[src/rtl/approx_adder_sweep_ctrl.sv]
// rtl/approx_adder_sweep_ctrl.sv - exhaustive input sweep and error statistics for an approximate adder
// Drives every {b, a} vector on pi, waits SETTLE cycles, then grades po against the exact sum.
module approx_adder_sweep_ctrl #(
  parameter int OP_W   = 2,
  parameter int OUT_W  = 3,
  parameter int WCE    = 2,
  parameter int SETTLE = 1
) (
  input  logic                clk,
  input  logic                rst_n,
  input  logic                start,
  input  logic                abort,
  output logic [2*OP_W-1:0]   pi,
  input  logic [OUT_W-1:0]    po,
  output logic                busy,
  output logic                done,
  output logic                pass,
  output logic [OUT_W-1:0]    max_err,
  output logic [2*OP_W:0]     err_cnt,
  output logic [2*OP_W:0]     viol_cnt,
  output logic [2*OP_W-1:0]   first_viol
);

  localparam int PI_W  = 2 * OP_W;
  localparam int CNT_W = PI_W + 1;
  localparam int SC_W  = (SETTLE > 1) ? $clog2(SETTLE + 1) : 1;

  localparam logic [SC_W-1:0]  SETTLE_V = SC_W'(SETTLE);
  localparam logic [OUT_W-1:0] WCE_V    = OUT_W'(WCE);
  localparam logic [PI_W-1:0]  PI_LAST  = '1;

  typedef enum logic [1:0] {
    S_IDLE,
    S_SETTLE,
    S_CHECK,
    S_DONE
  } state_t;

  state_t            state;
  logic [SC_W-1:0]   settle_cnt;

  logic [OP_W-1:0]   op_a;
  logic [OP_W-1:0]   op_b;
  logic [OUT_W-1:0]  exact;
  logic [OUT_W-1:0]  err;
  logic              is_err;
  logic              is_viol;
  logic [CNT_W-1:0]  viol_next;

  // Grading datapath for the vector currently on pi; only consumed in S_CHECK.
  always_comb begin
    op_a      = pi[OP_W-1:0];
    op_b      = pi[PI_W-1:OP_W];
    exact     = OUT_W'(op_a) + OUT_W'(op_b);
    err       = (exact >= po) ? (exact - po) : (po - exact);
    is_err    = (err != '0);
    is_viol   = (err > WCE_V);
    viol_next = viol_cnt + CNT_W'(is_viol);
  end

  always_ff @(posedge clk) begin
    if (!rst_n) begin
      state      <= S_IDLE;
      settle_cnt <= '0;
      pi         <= '0;
      busy       <= 1'b0;
      done       <= 1'b0;
      pass       <= 1'b0;
      max_err    <= '0;
      err_cnt    <= '0;
      viol_cnt   <= '0;
      first_viol <= '0;
    end else if (abort) begin
      // Statistics survive an abort so they can still be inspected.
      state      <= S_IDLE;
      settle_cnt <= '0;
      pi         <= '0;
      busy       <= 1'b0;
      done       <= 1'b0;
      pass       <= 1'b0;
    end else begin
      case (state)
        S_IDLE, S_DONE: begin
          if (start) begin
            state      <= S_SETTLE;
            settle_cnt <= SETTLE_V;
            pi         <= '0;
            busy       <= 1'b1;
            done       <= 1'b0;
            pass       <= 1'b0;
            max_err    <= '0;
            err_cnt    <= '0;
            viol_cnt   <= '0;
            first_viol <= '0;
          end
        end

        S_SETTLE: begin
          settle_cnt <= settle_cnt - 1'b1;
          if (settle_cnt == SC_W'(1)) begin
            state <= S_CHECK;
          end
        end

        S_CHECK: begin
          if (err > max_err) begin
            max_err <= err;
          end
          err_cnt  <= err_cnt + CNT_W'(is_err);
          viol_cnt <= viol_next;
          if (is_viol && (viol_cnt == '0)) begin
            first_viol <= pi;
          end
          // The all-ones vector ends the sweep; pi never wraps back to zero.
          if (pi == PI_LAST) begin
            state <= S_DONE;
            busy  <= 1'b0;
            done  <= 1'b1;
            pass  <= (viol_next == '0);
          end else begin
            state      <= S_SETTLE;
            settle_cnt <= SETTLE_V;
            pi         <= pi + 1'b1;
          end
        end

        default: begin
          state <= S_IDLE;
        end
      endcase
    end
  end

endmodule

[config.mk]
export PLATFORM = sky130hd
export DESIGN_NAME = approx_adder_sweep_ctrl
export DESIGN_NICKNAME = d
export VERILOG_FILES = /design/src/rtl/approx_adder_sweep_ctrl.sv
export SDC_FILE = /design/constraint.sdc
export NUM_CORES = 1
export LEC_CHECK = 0
export CORE_MARGIN = 4
export CORE_UTILIZATION = 57
export CTS_BUF_LIST = sky130_fd_sc_hd__clkbuf_16
export DETAILED_ROUTE_END_ITERATION = 10
export PLACE_DENSITY = 0.85
export SKIP_LAST_GASP = 1
export SLEW_MARGIN = 20
export SYNTH_ARGS = -nofsm -noshare
export SYNTH_HDL_FRONTEND = slang
export SYNTH_SLANG_ARGS = --single-unit
[constraint.sdc]
create_clock -name clk -period 8 [get_ports clk]
set_input_delay 0.8 -clock clk [delete_from_list [all_inputs] [get_ports clk]]
set_output_delay 0.8 -clock clk [all_outputs]
set_load 0.01 [all_outputs]
## Word level (Yosys, flattened, before mapping)

Index checks and enable logic that the tools add are counted.

- Flip-flop bits (word level): 27
- Output and inout bits: 24
- Logic and storage cells: 73

- $add $sub $neg: 7
- $lt $le $gt $ge: 3
- Equality and inequality tests: 10
- Muxes and demuxes: 26
- Bitwise operators: 2
- Reduce and logical (&&, ||, !) cells: 15

Operators by type and width:

| kind | number |
|---|---|
| $pmux W5 S2 | 2 |
| $pmux W4 S2 | 2 |
| $mux W4 | 3 |
| $ne A2 B2 Y1 const B | 6 |
| $add A5 B1 Y5 | 2 |
| $logic_not A5 Y1 | 2 |
| $mux W3 | 3 |
| $reduce_and A3 Y1 | 3 |
| $reduce_and A4 Y1 | 2 |
| $mux W1 | 6 |
| $mux W2 | 3 |
| $pmux W1 S2 | 3 |
| $pmux W2 S3 | 1 |
| $pmux W3 S2 | 1 |
| $sub A3 B3 Y3 | 2 |
| $mux W5 | 1 |
| $add A4 B1 Y4 const B | 1 |
| $eq A2 B2 Y1 const B | 2 |
| $eq A4 B4 Y1 const B | 1 |
| $reduce_and A2 Y1 | 2 |
| $reduce_or A2 Y1 | 2 |
| $add A2 B2 Y3 | 1 |
| $ge A3 B3 Y1 | 1 |
| $gt A3 B2 Y1 const B | 1 |
| other kinds (9) | 10 |

## Longest topological paths before layout

Gate-level depths: netlist of the first run.

- Depth in word-level cells: 8
- Mapped depth: 16
- Gate-level depth less buffers: 16

## Worst setup path after synthesis of the first run

Ideal clock, no wire load.

- Path kind: reg2reg
- Start: register pi[0]
- End: register viol_cnt[4]
- Library setup time: 0.118 ns
- Arrival: 3.254 ns
- Data required time: 7.882 ns
- Path slack: 4.627 ns
- Stages on the path, launching flop included: 16
- Period minus slack after synthesis: 3.373 ns
- Cells stage by stage: dfxtp_1 -> ha_1 -> inv_1 -> fa_1 -> inv_1 -> ha_1 -> a21o_1 -> a31oi_1 -> mux2i_1 -> o2bb2ai_4 -> ha_1 -> ha_1 -> nand3_1 -> a21o_1 -> a22oi_1 -> nor2b_1

- Word-level cells in the longest chain between the ends: 6
- Elaborated cells on any way between the ends: 8
- Classes of those cells: add/sub (4); order compare (2); mux (2)

RTL lines:

| element | RTL line | source |
|---|---|---|
| start: declaration | 13 | `output logic [2*OP_W-1:0] pi,` |
| start signal: assignment | 123 | `pi <= pi + 1'b1;` |
| $add A2 B2 Y3 (*) | 54 | `exact = OUT_W'(op_a) + OUT_W'(op_b);` |
| $sub A3 B3 Y3 / $ge A3 B3 Y1 (equally long branches) | 55 | `err = (exact >= po) ? (exact - po) : (po - exact);` |
| $mux W3 (*) | 55 |  |
| $gt A3 B2 Y1 (*) | 57 | `is_viol = (err > WCE_V);` |
| $add A5 B1 Y5 (*) | 58 | `viol_next = viol_cnt + CNT_W'(is_viol);` |
| $pmux W5 S2 (*) | 82 | `case (state)` |
| end signal: assignment | 110 | `viol_cnt <= viol_next;` |
| end: declaration | 20 | `output logic [2*OP_W:0] viol_cnt,` |

Every way passes the cells marked *; elsewhere a longest branch is shown, timed or not.
A chain may end at the register's enable or synchronous reset.

## Final worst setup path of the first run

Ends and elaborated chain as after synthesis.

==> impl_metrics.ini, run 1 <==
[routing]
drc = 0
wl_per_cell_um = 14.0
drt_wl_total_um = 3860
post_drt_via_cell_ratio = 5.54
antenna_left = 0
num_vias = 1530
drt_iter0_drc = 55
firstDrtPassIters = 4

[die]
coreArea_um2 = 3030
fp-row-count = 20
die_h_um = 64.1
dieWidth_um = 64.1
dieArea_um2 = 4100
ios = 31
start_util = 0.592

[grt]
grt_util_all_layers = 0.202
grt_remaining_overflow = 0
globalRouteMet2Util = 0.352
busiest_layer = met2
use_met3 = 0.0439
use_met1 = 0.242
grt_pass1_wl_um = 6730
grt_max_degree = 27
antenna_found_initial = 0
grt_pass1_vias = 1544

[critical_path]
worst_ep_required_time_ns = 8.15
crit_slowest_cell = fa_1
r2r-end = viol_cnt[4]
worst_r2r_startpoint = pi[0]
critPathBufInv = 2
crit_type = flop to flop
rrSetupSlack_ns = 4.35
worstSetupPathDepth = 15
crit_end = viol_cnt[4]
slowest_delay_ns = 0.53
reg2reg_depth = 15
startpoint = pi[0]
worstPathCellList = ha_1, inv_1, fa_1, inv_1, ha_1, a21o_1, a31oi_1, mux2i_1, o2bb2ai_4, ha_1, ha_1, nand3_1, a21o_1, a22oi_1, nor2b_1
cpMostUsedCell = ha_1
arrival_ns = 3.81
worst_setup_path_end_kind = flop
crit_fanout = 7
crit_family = adder cells
start_kind = flop

[synth]
synth-seq-area-share = 0.302
ys_types = 41
synthMuxAreaShare = 0.0622
synth_compound_area_frac = 0.169
synth_area_um2 = 1790
synth_top_family_by_area = simple AND/OR/NAND/NOR gates
yosys-top-cells-area = dfxtp_1 30%, ha_1 12%, mux2i_1 5.6%, nand3_1 4.2%, nand2_1 3.6%
synth_top_area_cell = dfxtp_1
syn_nets = 234
yosysWarningCount = 0
netlist.area_leader.share = 0.302
ys_ff_latch = 27
syn-instance-count = 207
synth.avg_cell_area_um2 = 8.66
yosys.area_share.adder = 0.152
yosys.area_share.simple = 0.238
synth_xor_area_frac = 0.0147

[cts]
cts_root_buffer = clkbuf_16
cts.sinks = 27
postCtsHoldBufs = 0
cts_tree = yes
clockBufferDepth = 2
cts_made_buffers = 3
cts.htree.levels = 1
cts_resized = 0
clock_latency_ns = 0.26
post_cts_buffers = 0
path_clk_slew_ns = 0.07

[timing]
hold_viol = 0
slew_headroom = 0.403
tns_ns = 0
slew_violations = 0
worst_pin_slew_ns = 0.895
min_period_over_period = 0.457
final.setup_skew_ns = 0.00479
fmax_ghz = 0.274
post-route-min-period_ns = 3.65
setup_viol = 0
rsz0062_at_grt = false

[finish]
fin_nets = 260
syn_to_final_growth_pct = 21.4
nFillCells = 241
fin_util = 0.719
final_cell_mix = 30 x clkdlybuf4s50_1, 27 x dfxtp_1, 17 x nand2_1, 17 x ha_1, 16 x inv_1
layout_commonest_cell = clkdlybuf4s50_1
layout-drive-gt1-share = 0.0603
antenna_cells = 0

[power]
p_leak_nw = 0.886
p_total_w = 0.000285
pwr_density_cell_nw_per_um2 = 131
peakVddDrop_v = 0.000158

[placement]
gp_congestion = 0.839
portBuffers = 30
place_hpwl_um = 2810

[outcome]
status = completed

[job]
maxCapViolations = 0

[worst_hold_path]
min_path_type = flop to flop
worst min-delay path, cell delays in order (launching register included):
cell and delay [ns]:
dfxtp_1 0.31, nand2_1 0.05, mux2i_1 0.06
through the flow:
step                setup slack [ns]  instances  hold WS [ns]  area (µm²)
global route                    3.98        276         0.500        2180
detailed placement              4.16        272         0.460        2100
floorplan                       4.63        207         0.483        1790
finish                          4.35        276         0.463        2180
CTS                             4.33        276         0.470        2180
global placement                4.19        272         0.450        2100
power by group:
part / switching, W / internal [W] / leakage, nW / total (W)
Clock: 0.0000457 / 0.0000674 / 0.0409 / 0.000113
Combinational: 0.0000209 / 0.0000154 / 0.627 / 0.0000363
Sequential: 0.000000713 / 0.000135 / 0.218 / 0.000136
how the worst min path moves through the flow:
stage	start	end	slack, ns	depth (start not counted)
floorplan	first_viol[0]	first_viol[0]	0.48	2
global placement	first_viol[0]	first_viol[0]	0.45	2
detailed placement	first_viol[3]	first_viol[3]	0.46	2
CTS	first_viol[3]	first_viol[3]	0.47	2
global route	first_viol[1]	first_viol[1]	0.50	2
finish	first_viol[3]	first_viol[3]	0.46	2
area by class of cell:
class                   instances  area [µm²]  share of cell area
clock inverters                 1        5.00             0.00230
repair buffers                 30         300               0.138
well taps                      44        55.1              0.0253
clock buffers                   3        75.1              0.0345
inverters                      16        60.1              0.0276
flip-flops and latches         27         541               0.248
multi-input cells             155        1140               0.524
kinds of logic (layout without fill, tap and decap cells):
family | count (synthesis) | after routing
buf+inv | 25 | 50
mux | 11 | 11
simple gates | 79 | 79
xor+xnor | 3 | 3
flops | 27 | 27
compound gates | 42 | 42
fa+ha+maj | 20 | 20
synthesized netlist by cell type:
master     number
nand3_1        15
nand2b_4        1
nand2b_1        7
nor3b_1         1
a22o_1          1
mux2i_1        10
nand4_1         5
a21o_1          3
ha_1           17
o2bb2ai_4       1
nor2b_1         4
o22ai_1         1
nand2_1        17
fa_1            3
o21a_1          2
inv_1          16
mux2_2          1
nand3_4         1
o21ai_0         6
buf_2           2
a211o_1         1
a31o_2          1
nor3_2          2
dfxtp_1        27
or3_1           3
a21boi_1        1
nor2b_4         1
xor2_1          3
nor3_1          3
a31oi_1         2
and3_1          2
a21boi_0        6
buf_6           2
nor2_1         15
a22oi_1         5
a21oi_1        10
a211oi_1        1
and2_1          1
clkbuf_1        5
a311oi_2        1
or2_2           1
state kept, by name, indices dropped and copies added, names as in the netlist, 2 cells and up:
name / flops
viol_cnt: 5
max_err: 3
first_viol: 4
err_cnt: 5
pi: 4
state: 2
layer usage:
metal  part of all wire  wire length [µm]  vias up
li1                   -                 -      777
met1               0.45              1720      714
met2               0.50              1910       31
met3              0.037               144        8
met4              0.019                72        0
met5                  0                 0        -
Note: power is estimated with default switching activity, not from simulation.
==> inputs of run 2 (changes only) <==
--- a/config.mk
+++ b/config.mk
@@ -6,10 +6,10 @@
 export NUM_CORES = 1
 export LEC_CHECK = 0
 export CORE_MARGIN = 4
-export CORE_UTILIZATION = 57
+export CORE_UTILIZATION = 53
 export CTS_BUF_LIST = sky130_fd_sc_hd__clkbuf_16
 export DETAILED_ROUTE_END_ITERATION = 10
-export PLACE_DENSITY = 0.85
+export PLACE_DENSITY = 0.8
 export SKIP_LAST_GASP = 1
 export SLEW_MARGIN = 20
 export SYNTH_ARGS = -nofsm -noshare
==> constraint.sdc (replaced) <==
create_clock -name clk -period 3.4 [get_ports clk]
set_input_delay 0.34 -clock clk [delete_from_list [all_inputs] [get_ports clk]]
set_output_delay 0.34 -clock clk [all_outputs]
set_load 0.01 [all_outputs]
==> run 2 against run 1 <==
Against the previous run: non-clock buffer count grew 13; power rose by 140%; clock skew is 0.00092 ns lower; wire length is 3.9% higher; clock power rose by 140%; sequential cell count unchanged; cell count increased by 4.7%; sequential power is 140% higher; maximum frequency increased by 13%; first-iteration DRC count grew 44%; setup slack worse by 4.2 ns; register-to-register slack got worse by 4.2 ns; critical path type unchanged; largest cell class unchanged.
==> impl_metrics.ini, run 2 (synthesis results as in run 1) <==
[job]
maxCapViolations = 0

[die]
coreArea_um2 = 3150
dieArea_um2 = 4370
die_h_um = 66.1
start_util = 0.568
ios = 31
fp-row-count = 20
dieWidth_um = 66.1

[placement]
portBuffers = 30
placed_area_um2 = 2150
place_hpwl_um = 2870
gp_congestion = 0.847

[power]
p_seq_frac = 0.464
internal_power_w = 0.000522
clkPwrFrac = 0.394
peakVddDrop_v = 0.000238
p_total_w = 0.000689
pwr-share-comb = 0.142
p_leak_nw = 0.939
switchingPower_w = 0.000167
switching_share = 0.242
pwr_density_cell_nw_per_um2 = 293

[critical_path]
worstPathCellList = ha_4, inv_2, fa_1, inv_2, ha_4, a311oi_2, mux2i_1, nor2_2, or3_1, ha_2, ha_1, nand4_1, xor2_1, nor2_1
worst_r2r_startpoint = pi[2]
crit_slowest_cell = fa_1
crit_type = flop to flop
slowest_delay_ns = 0.56
crit_fanout = 3
worst_setup_path_end_kind = flop
startpoint = pi[2]
start_kind = flop
worst_ep_required_time_ns = 3.55
arrival_ns = 3.39

[worst_hold_path]
min-delay-start = first_viol[0]
min_path_type = flop to flop

[routing]
antenna_left = 0
post_drt_via_cell_ratio = 5.52
drt_wl_total_um = 4010
drt_iter0_drc = 79
num_vias = 1594
wl_per_cell_um = 13.9
drc = 0
firstDrtPassIters = 4

[finish]
antenna_cells = 0
fin_nets = 273
final_cell_mix = 30 x clkdlybuf4s50_1, 24 x dfxtp_1, 17 x nand2_1
biggestRegsByFlops = err_cnt x5, viol_cnt x5
layout-drive-gt1-share = 0.176
syn_to_final_growth_pct = 31.4
design_area_um2 = 2350
layout_commonest_cell = clkdlybuf4s50_1
fin_util = 0.747

[grt]
grt_pass1_wl_um = 6590
grt_util_all_layers = 0.193
grt_max_degree = 20
grt_pass1_vias = 1506
antenna_found_initial = 0
grt_remaining_overflow = 0

[timing]
fmax_ghz = 0.308
hold_viol = 0
slew_violations = 0
worst_pin_slew_ns = 0.682
slew_headroom = 0.546
post-route-min-period_ns = 3.24
min_period_over_period = 0.954
tns_ns = 0
setup_viol = 0
final.setup_skew_ns = 0.00387

[cts]
cts_root_buffer = clkbuf_16
cts_tree = yes
clock_latency_ns = 0.26
cts_made_buffers = 3
cts.sinks = 27
cts.htree.levels = 1
clockBufferDepth = 2
path_clk_slew_ns = 0.07

[outcome]
status = completed
-- run 2: changes by cell type in the layout (fill, tap and decap cells not counted), moves of 3 or more --
cell | before | now
buf_4 | 0 | 13
ha_4 | 0 | 4
dfxtp_2 | 0 | 3
dfxtp_1 | 27 | 24
ha_1 | 17 | 11
-- run 2: worst paths after layout --
kind / end / slack, ns / cells past startpoint
worst min register to register: first_viol[0] / 0.46 / 2
worst max-delay path: err_cnt[4] / 0.16 / 14
worst max register to register: err_cnt[4] / 0.16 / 14
worst min-delay path: first_viol[0] / 0.46 / 2
-- run 2: worst max-delay path, delay by kind of cell (launching register included) --
family	cells	cell delay [ns]
AND/OR/NAND/NOR	4	0.61
adder cells (fa/ha/maj)	5	1.31
flip-flops	1	0.36
buffers and inverters	2	0.10
XOR/XNOR	1	0.14
AO/OA/AOI/OAI	1	0.29
multiplexers	1	0.31
-- run 2: through the flow --
| step | setup WS, ns | hold WS (ns) | std cells |
|---|---|---|---|
| 3_3_place_gp | 0.0678 | 0.450 | 279 |
| 5_1_grt | -0.0504 | 0.496 | 289 |
| 3_5_place_dp | -0.0215 | 0.459 | 279 |
| 6_report | 0.157 | 0.465 | 289 |
| 4_1_cts | 0.0230 | 0.470 | 283 |
| 2_1_floorplan | 0.0274 | 0.483 | 207 |
-- run 2: power by group through the flow --
stage                     registers, W  clock network [W]   logic, W
after floorplan               0.000327                  0  0.0000647
after global placement        0.000327                  0  0.0000852
after detailed placement      0.000327                  0  0.0000866
after CTS                     0.000320           0.000276  0.0000882
after global routing          0.000320           0.000293   0.000108
final                         0.000320           0.000271  0.0000980
-- run 2: metal layers --
metal	track usage	wire, µm	vias to the layer above
li1	-	-	801
met1	0.244	1800	753
met2	0.323	2000	33
met3	0.0323	137	7
met4	0.0761	65	0
met5	0	0	-
-- run 2: timing repair --
item,4_1_cts,5_1_grt
hold buffers,0,0
buffers inserted,0,6
pin swaps,0,9
endpoints found under the setup margin,1,10
gates resized for setup,2,18
-- run 2: cell type report --
type                            instances  area (µm²)
Multi-Input combinational cell        155        1220
Fill cell                             266         798
Sequential cell                        27         544
Timing Repair Buffer                   43         398
Clock buffer                            3        75.1
Inverter                               16        60.1
Tap cell                               44        55.1
Clock inverter                          1        5.00
==> inputs of run 3 (changes only) <==
--- a/config.mk
+++ b/config.mk
@@ -10,6 +10,8 @@
 export CTS_BUF_LIST = sky130_fd_sc_hd__clkbuf_16
 export DETAILED_ROUTE_END_ITERATION = 10
 export PLACE_DENSITY = 0.8
+export RECOVER_POWER = 50
+export REMOVE_ABC_BUFFERS = 1
 export SKIP_LAST_GASP = 1
 export SLEW_MARGIN = 20
 export SYNTH_ARGS = -nofsm -noshare
==> run 3 against run 2 <==
Against the previous run: power fell by 0.78%; setup slack got worse by 0.084 ns; die area stayed put; cell count down 1.7%; sequential share of layout area is 0.19 points higher; utilization fell by 0.60 points; clock skew is 0.00073 ns higher; sequential cell count stayed put; via count is 1.9% lower; critical path depth grew 2.
==> impl_metrics.ini, run 3 (synthesis results as in run 1) <==
[timing]
post-route-min-period_ns = 3.33
slew_violations = 0
slew_headroom = 0.595
rsz0062_at_grt = true
worst_pin_slew_ns = 0.605
setup_viol = 0
final.setup_skew_ns = 0.00459
fmax_ghz = 0.301
min_period_over_period = 0.979
hold_viol = 0
tns_ns = 0
holdWs_ns = 0.478

[power]
internal_power_w = 0.000520
clkPwrFrac = 0.387
peakVddDrop_v = 0.000315
pwr_density_cell_nw_per_um2 = 293
switching_share = 0.239
pwr-share-comb = 0.146
p_leak_nw = 0.977
p_seq_frac = 0.468
switchingPower_w = 0.000163

[die]
start_util = 0.568
coreArea_um2 = 3150
die_h_um = 66.1
fp-row-count = 20
ios = 31
dieWidth_um = 66.1
dieArea_um2 = 4370

[critical_path]
worstPathCellList = ha_2, inv_2, fa_1, inv_2, ha_4, a311oi_4, mux2i_2, buf_4, o2bb2ai_4, ha_4, a211o_1, nand2_1, nand3_1, o21ai_1, nand3_1, a21oi_2
crit_type = flop to flop
worst_r2r_startpoint = pi[2]
slowest_delay_ns = 0.59
reg2reg_depth = 16
worst_ep_required_time_ns = 3.59
start_kind = flop
crit_fanout = 4
r2r-end = pass
worst_setup_path_end_kind = flop
arrival_ns = 3.52
crit_slowest_cell = fa_1
rrSetupSlack_ns = 0.07
startpoint = pi[2]

[routing]
drt_iter0_drc = 105
antenna_left = 0
firstDrtPassIters = 4
post_drt_via_cell_ratio = 5.51
wl_per_cell_um = 14.4
num_vias = 1564
drc = 0
drt_wl_total_um = 4080

[outcome]
status = completed

[finish]
antenna_cells = 0
design_area_um2 = 2340
syn_to_final_growth_pct = 30.4
layout_commonest_cell = dfxtp_1
nFillCells = 250
fin_nets = 268
layout-drive-gt1-share = 0.171
biggestRegsByFlops = err_cnt x5, viol_cnt x5
final_cell_mix = 24 x dfxtp_1, 19 x dlygate4sd3_1, 17 x nand2_1
fin_util = 0.741

[placement]
portBuffers = 30
place_hpwl_um = 2870
placed_area_um2 = 2130
gp_congestion = 0.811

[grt]
grt_pass1_wl_um = 6800
grt_max_degree = 20
grt_remaining_overflow = 0
antenna_found_initial = 0
grt_util_all_layers = 0.196
grt_pass1_vias = 1545

[cts]
clock_latency_ns = 0.26
cts_root_buffer = clkbuf_16
postCtsHoldBufs = 0
cts.htree.levels = 1
path_clk_slew_ns = 0.07
cts_made_buffers = 3
cts_tree = yes
cts.sinks = 27
clockBufferDepth = 2

[worst_hold_path]
worstHoldPathCells = 2
min_path_type = flop to flop
min-delay-start = first_viol[2]
holdPathEnd = first_viol[2]

[job]
maxCapViolations = 0
[run 3: cell count changes in the layout (fill, tap and decap cells not counted), sizes merged]
| cell | previous run | this run |
|---|---|---|
| buf | 13 | 8 |
| clkdlybuf4s50 | 30 | 11 |
| dlygate4sd3 | 0 | 19 |
[run 3: worst max path at each step]
stage,end,slack [ns],depth (start not counted)
finish,pass,0.07,16
floorplan,viol_cnt[4],0.02,15
global route,pass,-0.09,16
detailed placement,err_cnt[4],-0.02,13
CTS,viol_cnt[4],0.01,15
global placement,viol_cnt[4],0.08,15
[run 3: stage by stage]
stage                     power (W)  worst slack (ns)  std cells
after floorplan            0.000385            0.0247        198
after global placement     0.000411            0.0847        277
after detailed placement   0.000412           -0.0231        277
after CTS                  0.000676           0.00998        282
after global routing       0.000713           -0.0940        284
final                      0.000683            0.0726        284
[run 3: power by group through the flow]
| stage | Sequential (W) | Combinational, W | Clock [W] |
|---|---|---|---|
| 6_report | 0.000320 | 0.0000996 | 0.000264 |
| 5_1_grt | 0.000320 | 0.000110 | 0.000283 |
| 4_1_cts | 0.000320 | 0.0000881 | 0.000268 |
| 3_5_place_dp | 0.000327 | 0.0000849 | 0 |
| 3_3_place_gp | 0.000327 | 0.0000837 | 0 |
| 2_1_floorplan | 0.000327 | 0.0000582 | 0 |
[run 3: cell type report]
| type | count | area, µm² | area share |
|---|---|---|---|
| clock buffer | 3 | 75.1 | 0.0321 |
| tap | 44 | 55.1 | 0.0236 |
| multi-input combinational | 155 | 1240 | 0.529 |
| clock inverter | 1 | 5.00 | 0.00214 |
| inverter | 16 | 60.1 | 0.0257 |
| sequential | 27 | 544 | 0.233 |
| timing repair buffer | 38 | 360 | 0.154 |
[run 3: critical path: cells and delay by family, from the launching register on]
| kind | cells | cell delay, ns |
|---|---|---|
| simple gates | 3 | 0.24 |
| fa+ha+maj | 4 | 1.21 |
| compound gates | 5 | 0.88 |
| buf+inv | 3 | 0.29 |
| flops | 1 | 0.33 |
| mux | 1 | 0.33 |
[run 3: timing repair]
action / in CTS / in global routing
pin swaps: 0 / 14
resized for setup: 2 / 23
buffers inserted: 1 / 2
setup endpoints to repair: 2 / 11
[run 3: metal layers]
metal | vias to the layer above | wire [µm] | track usage
met5 | - | 0 | 0
met2 | 31 | 2070 | 0.341
met3 | 2 | 123 | 0.0408
met1 | 739 | 1860 | 0.244
li1 | 792 | - | -
met4 | 0 | 18 | 0.0533
